[src/rtl/row_buff_ctrl.sv]
`default_nettype none
// ============================================================================
// Module   : row_buff_ctrl
// Purpose  : Two-requester read controller for an 8x8 row buffer. Arbitrates
//            between req0/req1 (round-robin), drives one-hot row/column
//            selects, waits LAT+1 cycles for the buffer output, then holds
//            the captured bit (and optionally byte) until the consumer
//            accepts it.
// Revision : 1.0 - initial release
// ----------------------------------------------------------------------------
// Parameters
//   LAT        : cycles from the select-driving cycle to valid row_buff data
//                (legal range 1..4)
// Ports
//   clk        : system clock, rising edge
//   rst        : asynchronous active-high reset
//   req0_valid / req1_valid : requester has a pending read
//   req0_addr  / req1_addr  : read address, [5:3] row, [2:0] column
//   req0_ready / req1_ready : request accepted this cycle (combinational)
//   rb_row     : one-hot row select to row_buff (registered)
//   rb_col     : one-hot column select to row_buff (registered)
//   rb_bit     : bit output from row_buff
//   rb_byte    : byte output from row_buff
//   rsp_valid  : response available
//   rsp_ready  : consumer accepts the response
//   rsp_id     : requester that owns the response
//   rsp_bit    : bit that was read
//   rsp_byte   : byte that was read (only with ROW_BUFF_CTRL_BYTE_EN)
// Configuration macro
//   ROW_BUFF_CTRL_BYTE_EN : when defined, adds the rsp_byte response path.
// ============================================================================
module row_buff_ctrl #(
    parameter int LAT = 1
) (
    input  logic       clk,
    input  logic       rst,
    input  logic       req0_valid,
    input  logic [5:0] req0_addr,
    output logic       req0_ready,
    input  logic       req1_valid,
    input  logic [5:0] req1_addr,
    output logic       req1_ready,
    output logic [7:0] rb_row,
    output logic [7:0] rb_col,
    input  logic       rb_bit,
    input  logic [7:0] rb_byte,
    output logic       rsp_valid,
    input  logic       rsp_ready,
    output logic       rsp_id,
    output logic       rsp_bit
`ifdef ROW_BUFF_CTRL_BYTE_EN
    ,
    output logic [7:0] rsp_byte
`endif
);

    typedef enum logic [1:0] {
        S_IDLE = 2'd0,
        S_WAIT = 2'd1,
        S_RESP = 2'd2
    } state_t;

    state_t      state_q;
    logic [2:0]  cnt_q;        // WAIT down-counter, loaded with LAT on accept
    logic        last_q;       // id of the requester granted last
    logic        id_q;
    logic [7:0]  rb_row_q;
    logic [7:0]  rb_col_q;
    logic        rsp_valid_q;
    logic        rsp_bit_q;

    logic        grant_any_d;
    logic        grant_id_d;
    logic [5:0]  grant_addr_d;

    // Grant is combinational in IDLE. It is gated with rst so that no ready
    // pulse is seen while reset is held, even though state already reads IDLE.
    always_comb begin
        grant_any_d = 1'b0;
        grant_id_d  = 1'b0;
        if ((state_q == S_IDLE) && !rst) begin
            if (req0_valid && req1_valid) begin
                grant_any_d = 1'b1;
                grant_id_d  = ~last_q;
            end else if (req0_valid) begin
                grant_any_d = 1'b1;
                grant_id_d  = 1'b0;
            end else if (req1_valid) begin
                grant_any_d = 1'b1;
                grant_id_d  = 1'b1;
            end
        end
    end

    assign grant_addr_d = grant_id_d ? req1_addr : req0_addr;
    assign req0_ready   = grant_any_d & ~grant_id_d;
    assign req1_ready   = grant_any_d &  grant_id_d;

`ifdef ROW_BUFF_CTRL_BYTE_EN
    logic [7:0] rsp_byte_q;
`else
    // rb_byte has no consumer in this build.
    logic unused_rb_byte;
    assign unused_rb_byte = ^rb_byte;
`endif

    always_ff @(posedge clk or posedge rst) begin
        if (rst) begin
            state_q     <= S_IDLE;
            cnt_q       <= 3'd0;
            last_q      <= 1'b1;   // makes req0 the first winner on a collision
            id_q        <= 1'b0;
            rb_row_q    <= 8'h00;
            rb_col_q    <= 8'h00;
            rsp_valid_q <= 1'b0;
            rsp_bit_q   <= 1'b0;
`ifdef ROW_BUFF_CTRL_BYTE_EN
            rsp_byte_q  <= 8'h00;
`endif
        end else begin
            case (state_q)
                S_IDLE: begin
                    if (grant_any_d) begin
                        id_q     <= grant_id_d;
                        rb_row_q <= 8'h01 << grant_addr_d[5:3];
                        rb_col_q <= 8'h01 << grant_addr_d[2:0];
                        cnt_q    <= 3'(LAT);
                        state_q  <= S_WAIT;
                    end
                end
                S_WAIT: begin
                    // LAT+1 WAIT cycles: counter walks LAT..0, capture at 0.
                    if (cnt_q == 3'd0) begin
                        rsp_bit_q   <= rb_bit;
`ifdef ROW_BUFF_CTRL_BYTE_EN
                        rsp_byte_q  <= rb_byte;
`endif
                        rsp_valid_q <= 1'b1;
                        state_q     <= S_RESP;
                    end else begin
                        cnt_q <= cnt_q - 3'd1;
                    end
                end
                S_RESP: begin
                    if (rsp_ready) begin
                        rsp_valid_q <= 1'b0;
                        rb_row_q    <= 8'h00;
                        rb_col_q    <= 8'h00;
                        last_q      <= id_q;
                        state_q     <= S_IDLE;
                    end
                end
                default: begin
                    state_q     <= S_IDLE;
                    rsp_valid_q <= 1'b0;
                    rb_row_q    <= 8'h00;
                    rb_col_q    <= 8'h00;
                end
            endcase
        end
    end

    assign rb_row    = rb_row_q;
    assign rb_col    = rb_col_q;
    assign rsp_valid = rsp_valid_q;
    assign rsp_id    = id_q;
    assign rsp_bit   = rsp_bit_q;
`ifdef ROW_BUFF_CTRL_BYTE_EN
    assign rsp_byte  = rsp_byte_q;
`endif

endmodule
`default_nettype wire

[config.mk]
export PLATFORM = sky130hd
export DESIGN_NAME = row_buff_ctrl
export DESIGN_NICKNAME = d
export VERILOG_FILES = /design/src/rtl/row_buff_ctrl.sv
export SDC_FILE = /design/constraint.sdc
export NUM_CORES = 1
export LEC_CHECK = 0
export BUFFER_PORTS_ARGS = -buffer_cell sky130_fd_sc_hd__buf_2
export CAP_MARGIN = 20
export CORE_MARGIN = 8
export CORE_UTILIZATION = 48
export DETAILED_ROUTE_END_ITERATION = 6
export GPL_TIMING_DRIVEN = 0
export PLACE_DENSITY_LB_ADDON = 0.3
export SYNTH_ARGS = -nofsm -noshare
export SYNTH_HDL_FRONTEND = slang
export SYNTH_SLANG_ARGS = --single-unit
[constraint.sdc]
create_clock -name clk -period 1.95 [get_ports clk]
set_input_delay 0.39 -clock clk [delete_from_list [all_inputs] [get_ports clk]]
set_output_delay 0.39 -clock clk [all_outputs]
set_load 0.01 [all_outputs]
==> key figures, run 1 <==
Floorplanning
  – Die W: 67.9 um
  – Cell row count: 19
  – Core Footprint: 2660 um2
  – Starting density of the core: 48.5%
  – Die footprint: 4610 um2
  – Die Span Y: 67.9 um
  – # IOs: 47

Place
  – Port-buffer cells: 38
  – Cell Area, Placed: 1520 um2
  – DP HPWL: 2430 um
  – Placement Setup Slack: 0.110 ns
  – Gpl congestion: 0.816

STA
  – Endpoints failing setup: 0
  – Clock skew: 0.00861 ns
  – Max-slew violation count: 0
  – Slew HR: 73.7%
  – Fmax achieved: 540 MHz
  – Final Hold Viols: 0
  – Final period util: 95.0%
  – Worst hold slack: 0.131 ns
  – Setup TNS: 0 ns
  – Setup ws final: 0.0968 ns
  – Tmin final: 1.85 ns
  – Worst slew pin tran: 0.391 ns

Routing
  – Vias: 1,107
  – Routed Wire Length: 3070 um
  – DR DRC count: 0
  – DR vias/cell: 5.62
  – First DRT Iteration DRCs: 46
  – DR WL/cell: 15.6 um
  – Drt first pass iters: 4
  – Antenna Violating Nets Remaining: 0

Global routing
  – Total GRT Usage: 14.0%
  – Vias in the first global route: 1,040
  – Total gr overflow: 0
  – Grt met3 use: 3.93%
  – Grt met2 use: 23.6%
  – Initial antenna violation count: 0
  – Largest net degree at the start of global routing: 26
  – Grt met1 use: 17.9%
  – First-pass GRT wire length: 5020 um
  – Most Crowded Layer GR: met2

Status
  – Status: complete, no violations

Hold path
  – HP Class: in2async

Clocking
  – Clk_lat worst skew: 0.31 ns
  – Post-CTS Hold Fix Bufs: 0
  – Root Buffer: clkbuf_4
  – Clk pin slew, worst setup/hold paths: 0.14 ns
  – Cts bufs inserted: 3
  – CTS sink cnt: 25
  – Clock buffer depth: 2
  – CTS tree: built
  – Htree depth: 1

Cells and area
  – Fraction of layout cells with a size suffix above 1: 43.4%
  – FILL cells: 220
  – Final core utilization: 62.0%
  – Final instance area: 1650 um2
  – P&R area growth vs syn: 27.8%
  – Register Area: 628 um2
  – Area occupied by multi-input gates: 617 um2
  – Post-layout nets: 195
  – Ant. Diodes: 0

Power
  – Int Pwr: 1.33 mW
  – Power Density: 1300 nW/um2
  – Maximum vdd ir drop: 0.000728 V
  – Leakage power: 0.837 nW
  – Combinational fraction of design power: 49.5%
  – Seq pwr share: 39.8%
  – Switching share of power: 38.2%
  – Switching Power: 0.819 mW
  – Clock power frac: 10.7%

Synthesis
  – Seq/Total Area, Yosys: 48.5%
  – YS warnings: 0
  – Post-Syn Area: 1290 um2
  – Post-synthesis cell count: 117
  – Syn Nets: 145
  – #FFs+latches synth: 25
  – Count of cell types in the netlist: 38
  – Avg Synthesized Cell Area: 11.0 um2

Setup path
  – Arr. time, crit path: 1.46 ns
  – Crit. End Element: primary output
  – CP Max Fanout: 10
  – Worst setup SP type: flip-flop
  – Critical path class: reg2out
  – Req. time, crit path: 1.56 ns

Run
  – Max cap viols: 0
power groups by stage:
stage	clock network (mW)	logic [mW]	registers, mW
5_1_grt	0.262	1.17	0.883
2_1_floorplan	0	0.600	0.915
3_3_place_gp	0	0.945	0.849
6_report	0.230	1.06	0.854
4_1_cts	0.236	1.01	0.857
3_5_place_dp	0	0.979	0.867
flip-flops by register name (all words and copies together), names as in the netlist:
register,flops
last_q,1
state_q,2
rsp_bit,1
rsp_id,1
rb_row,8
rb_col,8
rsp_valid,1
cnt_q,3
cell usage in the layout (no fill, tap or decap), drive strengths merged, types with 2 or more instances in the layout:
cell / instances
o2bb2ai: 8
a22o: 8
inv: 7
a221oi: 2
clkbuf: 3
nand4: 2
nand2b: 8
nand2: 5
nor2: 9
a21o: 3
nand4b: 2
mux2: 3
dfrtp: 24
a21oi: 4
a221o: 2
mux2i: 2
a21boi: 2
o21ai: 8
buf: 49
ha: 2
a31oi: 2
Yosys cell counts, drive strengths merged:
library cell / number / area [um2]
nor2b: 1 / 6.26
a221oi: 2 / 23.8
dfstp: 1 / 26.3
mux2: 3 / 33.8
nand4: 2 / 12.5
nor2: 9 / 33.8
nor3: 1 / 16.3
nand2b: 8 / 50.1
ha: 2 / 25.0
o2bb2ai: 8 / 70.1
a21o: 3 / 22.5
buf: 4 / 42.5
inv: 7 / 26.3
a221o: 2 / 20.0
and2: 1 / 8.76
nand3b: 1 / 7.51
nand2: 5 / 21.3
or2b: 1 / 7.51
o21a: 1 / 7.51
or3: 1 / 6.26
dfrtp: 24 / 601
o22ai: 1 / 6.26
a22o: 8 / 77.6
a31oi: 2 / 12.5
o21ai: 8 / 43.8
mux2i: 2 / 20.0
nand4b: 2 / 17.5
a21boi: 2 / 18.8
a21oi: 4 / 20.0
or4: 1 / 7.51
per-stage QoR:
| step | power (mW) | std cells |
|---|---|---|
| floorplan | 1.51 | 117 |
| global placement | 1.79 | 186 |
| detailed placement | 1.85 | 186 |
| CTS | 2.10 | 192 |
| global route | 2.31 | 197 |
| finish | 2.15 | 197 |
worst paths after layout:
| path | startpoint | endpoint | slack (ns) | depth (start not counted) |
|---|---|---|---|---|
| max | last_q | req0_ready | 0.1 | 4 |
| min | rst | rb_col[3] | 0.13 | 3 |
| max reg2reg | state_q[0] | rb_col[7] | 0.32 | 7 |
| min reg2reg | rb_row[1] | rb_row[1] | 0.50 | 1 |
| max in group asynchronous | rst | last_q | 1.60 | 3 |
| min in group clk | rsp_ready | state_q[1] | 0.27 | 2 |
critical path, cell delays in order, from the launching register on:
cell and delay (ns):
dfstp_2 0.41, a21boi_4 0.26, buf_2 0.29, nor2_4 0.07
buf_6 0.12
cell families after synthesis:
family | share of synthesized area [%]
buf+inv | 5.32
compound gates | 25.0
mux | 4.16
simple gates | 15.1
fa+ha+maj | 1.94
flops | 48.5
routing by layer:
layer | part of all wire (%) | vias to the layer above | wire length (um)
li1 | - | 533 | -
met1 | 42 | 545 | 1280
met2 | 50 | 27 | 1530
met3 | 7.9 | 2 | 242
met4 | 0.55 | 0 | 17
met5 | 0 | - | 0
layout make-up:
cell class,count,area share (%)
sequential,25,38.0
clock buffer,3,1.36
multi-input combinational,81,37.3
timing repair buffer,45,16.3
inverter,7,1.74
clock inverter,1,0.303
buffer,4,2.58
tap,31,2.35
timing repair:
item	CTS	global route
gates cloned	0	0
pin swaps	1	2
buffers inserted	2	4
resized for setup	3	4
endpoints found under the setup margin	2	2
No activity file was read; power rests on OpenSTA's default activity.
==> inputs of run 2 (changes only) <==
CTS_BUF_LIST = sky130_fd_sc_hd__clkbuf_16   (was not set)
==> run 2 against run 1 <==
Via count down 0.90%. Sequential share of layout area up 0.67 points. Critical path depth up 1. Setup slack got worse by 0.0034 ns. Cell count is 2.5% lower. Flip-flop and latch count stayed put. Final area is 1.7% lower. Count of clock-buffer cells in the layout unchanged. Routed wire length increased by 0.91%. Non-clock buffer count down 5. Clock power rose by 95%. Critical endpoint is now req1_ready. Largest cell class unchanged. Largest power group unchanged.
==> key figures, run 2 (synthesis gave the netlist of run 1 again) <==
Floorplanning
  – Cell row count: 19 (unchanged)
  – # IOs: 47 (unchanged)
  – Die Span Y: 67.9 um (unchanged)
  – Die footprint: 4610 um2 (unchanged)
  – Core Footprint: 2660 um2 (unchanged)
  – Die W: 67.9 um (unchanged)
  – Starting density of the core: 48.5% (unchanged)

STA
  – Tmin final: 1.86 ns (+0.00341 ns)
  – Fmax achieved: 539 MHz (-0.18%)
  – Final period util: 95.2% (+0.18 points)
  – Endpoints failing setup: 0 (unchanged)
  – Worst hold slack: 0.329 ns (+0.198 ns)
  – Slew HR: 37.0% (-37 points)
  – Clock skew: 0.00268 ns (-0.00593 ns)
  – Max-slew violation count: 0 (unchanged)
  – Setup ws final: 0.0933 ns (-0.00341 ns)
  – RSZ-0062 raised after global routing: false
  – Setup TNS: 0 ns (unchanged)
  – Worst slew pin tran: 0.944 ns (+0.554 ns)
  – Final Hold Viols: 0 (unchanged)

Clocking
  – CTS tree: built
  – Clock buffer depth: 2 (unchanged)
  – Htree depth: 1 (unchanged)
  – Clk pin slew, worst setup/hold paths: 0.06 ns (-0.08 ns)
  – Clk_lat worst skew: 0.25 ns (-0.06 ns)
  – Root Buffer: clkbuf_16
  – CTS sink cnt: 25 (unchanged)
  – Post-CTS Hold Fix Bufs: 0 (unchanged)
  – Cts bufs inserted: 3 (unchanged)

Global routing
  – Total gr overflow: 0 (unchanged)
  – Initial antenna violation count: 0 (unchanged)
  – Largest net degree at the start of global routing: 26 (unchanged)
  – Vias in the first global route: 1,073 (+3.2%)
  – Total GRT Usage: 14.5% (+0.48 points)
  – First-pass GRT wire length: 5110 um (+1.9%)

Cells and area
  – Final core utilization: 60.9% (-1.1 points)
  – Fraction of layout cells with a size suffix above 1: 41.6% (-1.8 points)
  – Most frequent cells in the layout: buf_2 (39), dfrtp_1 (23), nand2b_1 (8), nor2_1 (8), o2bb2ai_1 (8)
  – Final instance area: 1620 um2 (-1.7%)
  – Commonest non-fill, non-tap cell in the layout: buf_2
  – Ant. Diodes: 0 (unchanged)
  – Post-route insts no fill: 192 (-2.5%)
  – P&R area growth vs syn: 25.6%
  – Post-layout nets: 190 (-2.6%)

Place
  – Placed cells: 186 (unchanged)
  – DP HPWL: 2430 um (unchanged)
  – Cell Area, Placed: 1520 um2 (unchanged)
  – Port-buffer cells: 38 (unchanged)
  – Placement Setup Slack: 0.110 ns (unchanged)
  – Gpl congestion: 0.816 (unchanged)

Hold path
  – Hold path start: rsp_ready
  – HP Class: in2reg
  – WHS Path Cells: 2
  – Hold EP: state_q[1]

Setup path
  – Worst R2R Start: state_q[0]
  – Req. time, crit path: 1.56 ns (about the same)
  – Arr. time, crit path: 1.47 ns (about the same)
  – CP Max Fanout: 8 (-2)
  – FF-to-FF End: rb_col[3]
  – Crit. End Element: primary output
  – Worst setup SP type: flip-flop
  – Critical path class: reg2out
  – Reg2reg path depth: 5 (-2)
  – R2r setup slk: 0.35 ns (+0.03 ns)

Status
  – Status: complete, no violations

Routing
  – DR vias/cell: 5.71 (+1.7%)
  – DR DRC count: 0 (unchanged)
  – Vias: 1,097 (-0.90%)
  – First DRT Iteration DRCs: 37 (-20%)
  – Routed Wire Length: 3100 um (+0.91%)
  – Antenna Violating Nets Remaining: 0 (unchanged)
  – DR WL/cell: 16.1 um (+3.5%)
  – Drt first pass iters: 4 (unchanged)

Run
  – Max cap viols: 0 (unchanged)

Power
  – Leakage power: 0.814 nW (-2.8%)
  – Maximum vdd ir drop: 0.000844 V (+16%)
  – Power, Total: 2.31 mW (+7.4%)
  – Power Density: 1420 nW/um2 (+9.3%)
## run 2: area by class of cell
type                            instances  area [um2]
Tap cell                               31        38.8
Buffer                                  4        42.5
Multi-Input combinational cell         81         599
Clock inverter                          1        5.00
Timing Repair Buffer                   40         205
Fill cell                             225        1040
Inverter                                7        28.8
Clock buffer                            3        75.1
Sequential cell                        25         628
## run 2: where the power goes
part / total, mW / switching, mW / internal (mW)
clock network: 0.448 / 0.172 / 0.276
registers: 0.858 / 0.131 / 0.727
logic: 1.00 / 0.519 / 0.480
total: 2.31 / 0.823 / 1.48
## run 2: layer usage
metal / up-vias / GRT usage, % / part of all wire, %
li1: 526 / - / -
met1: 544 / 17.5 / 42
met2: 25 / 24.6 / 51
met3: 2 / 4.91 / 7.0
met4: 0 / 3.07 / 0.39
met5: - / 0 / 0
## run 2: worst max path at each step
stage	startpoint	end	slack, ns	cells past startpoint
final	state_q[0]	req1_ready	0.09	5
after global routing	state_q[0]	req1_ready	0.01	5
after CTS	state_q[0]	req0_ready	0.04	5
after detailed placement	rst	req0_ready	0.11	6
after global placement	rst	req0_ready	0.15	6
after floorplan	state_q[1]	req0_ready	0.37	4
## run 2: what timing repair did
action | CTS | global route
endpoints found under the setup margin | 2 | 2
gates resized for setup | 0 | 3
setup buffers | 2 | 0
pin swaps | 1 | 0
hold endpoints to repair | 0 | 0
## run 2: critical path, stage by stage (launching register included)
cell and delay [ns]:
dfrtp_2 0.44, nor3_4 0.20, buf_4 0.15, nand2_2 0.14, inv_4 0.14, buf_2 0.14
==> inputs of run 3 (changes only) <==
CORE_UTILIZATION = 52   (was 48)
MAX_ROUTING_LAYER = met4   (was not set)
clock period = 2.2 ns   (was 1.95 ns; I/O delays follow)
==> run 3 against run 2 <==
Total power fell by 12%. Register-to-register slack better by 0.23 ns. Flip-flop and latch count is the same. Via count shrank 1.7%. Global-route usage shrank 0.052 points. Sequential power decreased by 12%. Die area is 5.9% lower.
==> key figures, run 3 (synthesis gave the netlist of run 1 again) <==
Floorplanning
  – Starting density of the core: 53.6% (+5.1 points)
  – # IOs: 47 (unchanged)
  – Cell row count: 18 (-1)
  – Die footprint: 4340 um2 (-5.9%)
  – Die W: 65.9 um (-3.0%)
  – Die Span Y: 65.9 um (-3.0%)
  – Core Footprint: 2410 um2 (-9.5%)

STA
  – Slew HR: 39.1% (+2.1 points)
  – Final period util: 88.5%
  – Endpoints failing setup: 0 (unchanged)
  – Setup TNS: 0 ns (unchanged)
  – Max-slew violation count: 0 (unchanged)
  – Tmin final: 1.95 ns
  – Worst slew pin tran: 0.913 ns (-0.0313 ns)
  – Fmax achieved: 514 MHz
  – Clock skew: 0.00249 ns (-0.000190 ns)
  – Final Hold Viols: 0 (unchanged)
  – RSZ-0062 raised after global routing: false

Cells and area
  – Commonest non-fill, non-tap cell in the layout: buf_2
  – P&R area growth vs syn: 25.0%
  – Post-layout nets: 190 (unchanged)
  – Ant. Diodes: 0 (unchanged)
  – Fraction of layout cells with a size suffix above 1: 40.4% (-1.2 points)
  – FILL cells: 179 (-20%)
  – Most frequent cells in the layout: buf_2 (39), dfrtp_1 (24), nor2_1 (9)

Power
  – Leakage power: 0.815 nW (+0.21%)
  – Power Density: 1260 nW/um2 (-12%)
  – Power, Total: 2.03 mW (-12%)
  – Maximum vdd ir drop: 0.000803 V (-4.8%)

Place
  – DP HPWL: 2280 um (-6.1%)
  – Port-buffer cells: 38 (unchanged)
  – Gpl congestion: 0.747 (-8.5%)

Hold path
  – HP Class: in2reg

Status
  – Status: complete, no violations

Clocking
  – Htree depth: 1 (unchanged)
  – Clock buffer depth: 2 (unchanged)
  – Root Buffer: clkbuf_16
  – Clk pin slew, worst setup/hold paths: 0.06 ns (about the same)
  – Post-CTS resize count: 0 (unchanged)
  – Clk_lat worst skew: 0.25 ns (about the same)
  – Cts bufs inserted: 3 (unchanged)
  – CTS tree: built
  – Post-CTS Hold Fix Bufs: 0 (unchanged)
  – Post-CTS setup buffers: 0 (-2)
  – CTS sink cnt: 25 (unchanged)

Setup path
  – Req. time, crit path: 1.76 ns (+0.20 ns)
  – CP delay by family, top: buffers and inverters
  – CP Max Fanout: 8 (unchanged)
  – Worst setup SP type: flip-flop
  – Worst path max stage delay: 0.43 ns (about the same)
  – CP bufs+invs: 3 (unchanged)
  – Arr. time, crit path: 1.51 ns (+0.04 ns)
  – Crit-path slowest cell: dfrtp_1
  – Critical path class: reg2out
  – Critical path cell sequence: nor3_4 -> buf_4 -> nand2_2 -> inv_2 -> buf_2
  – Crit. End Element: primary output

Global routing
  – Grt met3 use: 3.73% (-1.2 points)
  – Grt met2 use: 22.2% (-2.4 points)
  – Vias in the first global route: 1,069 (-0.37%)
  – Grt met1 use: 18.9% (+1.3 points)
  – First-pass GRT wire length: 4890 um (-4.4%)
  – Total gr overflow: 0 (unchanged)
  – Total GRT Usage: 14.5% (-0.052 points)
  – Most Crowded Layer GR: met2
  – Largest net degree at the start of global routing: 26 (unchanged)
  – Initial antenna violation count: 0 (unchanged)

Routing
  – Routed Wire Length: 3020 um (-2.5%)
  – Vias: 1,078 (-1.7%)
  – DR WL/cell: 15.8 um (-1.9%)
  – DR DRC count: 0 (unchanged)
  – DR vias/cell: 5.64 (-1.2%)
  – First DRT Iteration DRCs: 41 (+11%)
  – Drt first pass iters: 4 (unchanged)
  – Antenna Violating Nets Remaining: 0 (unchanged)

Run
  – Max cap viols: 0 (unchanged)
-- run 3: final timing paths --
| check | slack (ns) | cells past startpoint | startpoint | to |
|---|---|---|---|---|
| worst max-delay path | 0.25 | 5 | state_q[0] | req1_ready |
| worst min-delay path | 0.39 | 2 | rsp_ready | state_q[1] |
| worst max register to register | 0.58 | 5 | state_q[0] | rb_col[3] |
| worst min register to register | 0.49 | 1 | rb_col[4] | rb_col[4] |
| max in group asynchronous | 1.23 | 2 | rst | rsp_id |
| min in group asynchronous | 0.41 | 2 | rst | state_q[0] |
-- run 3: power by group --
group	switching [mW]	leakage [nW]	internal, mW
Combinational	0.455	0.447	0.425
Clock	0.151	0.0409	0.244
Sequential	0.112	0.327	0.642
Total	0.718	0.815	1.31
-- run 3: worst register-to-register path, cell delays in order (launching register included) --
cell and delay (ns):
dfrtp_1 0.43, nor3_4 0.21, buf_4 0.17, nand2_2 0.13, a221oi_2 0.42, a22o_2 0.20
-- run 3: final cells by class --
type | count | area, um2 | share of cell area [%]
plain buffers | 4 | 42.5 | 2.63
clock buffers | 3 | 75.1 | 4.65
clock inverters | 1 | 5.00 | 0.310
inverters | 7 | 26.3 | 1.63
multi-input cells | 81 | 597 | 36.9
flip-flops and latches | 25 | 627 | 38.8
well taps | 30 | 37.5 | 2.32
repair buffers | 40 | 205 | 12.7
-- run 3: metal layers --
layer | wire length [um] | vias to the layer above
li1 | - | 524
met5 | 0 | -
met4 | 0 | 0
met2 | 1500 | 40
met1 | 1290 | 514
met3 | 233 | 0
-- run 3: through the flow --
stage / hold WS [ns] / setup slack [ns] / area, um2 / std cells / utilization (%)
floorplan: 0.464 / 0.569 / 1290 / 117 / -
global placement: 0.456 / 0.307 / 1520 / 185 / 63.1
detailed placement: 0.468 / 0.282 / 1520 / 185 / 63.1
CTS: 0.382 / 0.0642 / 1600 / 189 / 66.4
global route: 0.402 / 0.167 / 1620 / 191 / 67.0
finish: 0.388 / 0.254 / 1620 / 191 / 67.0
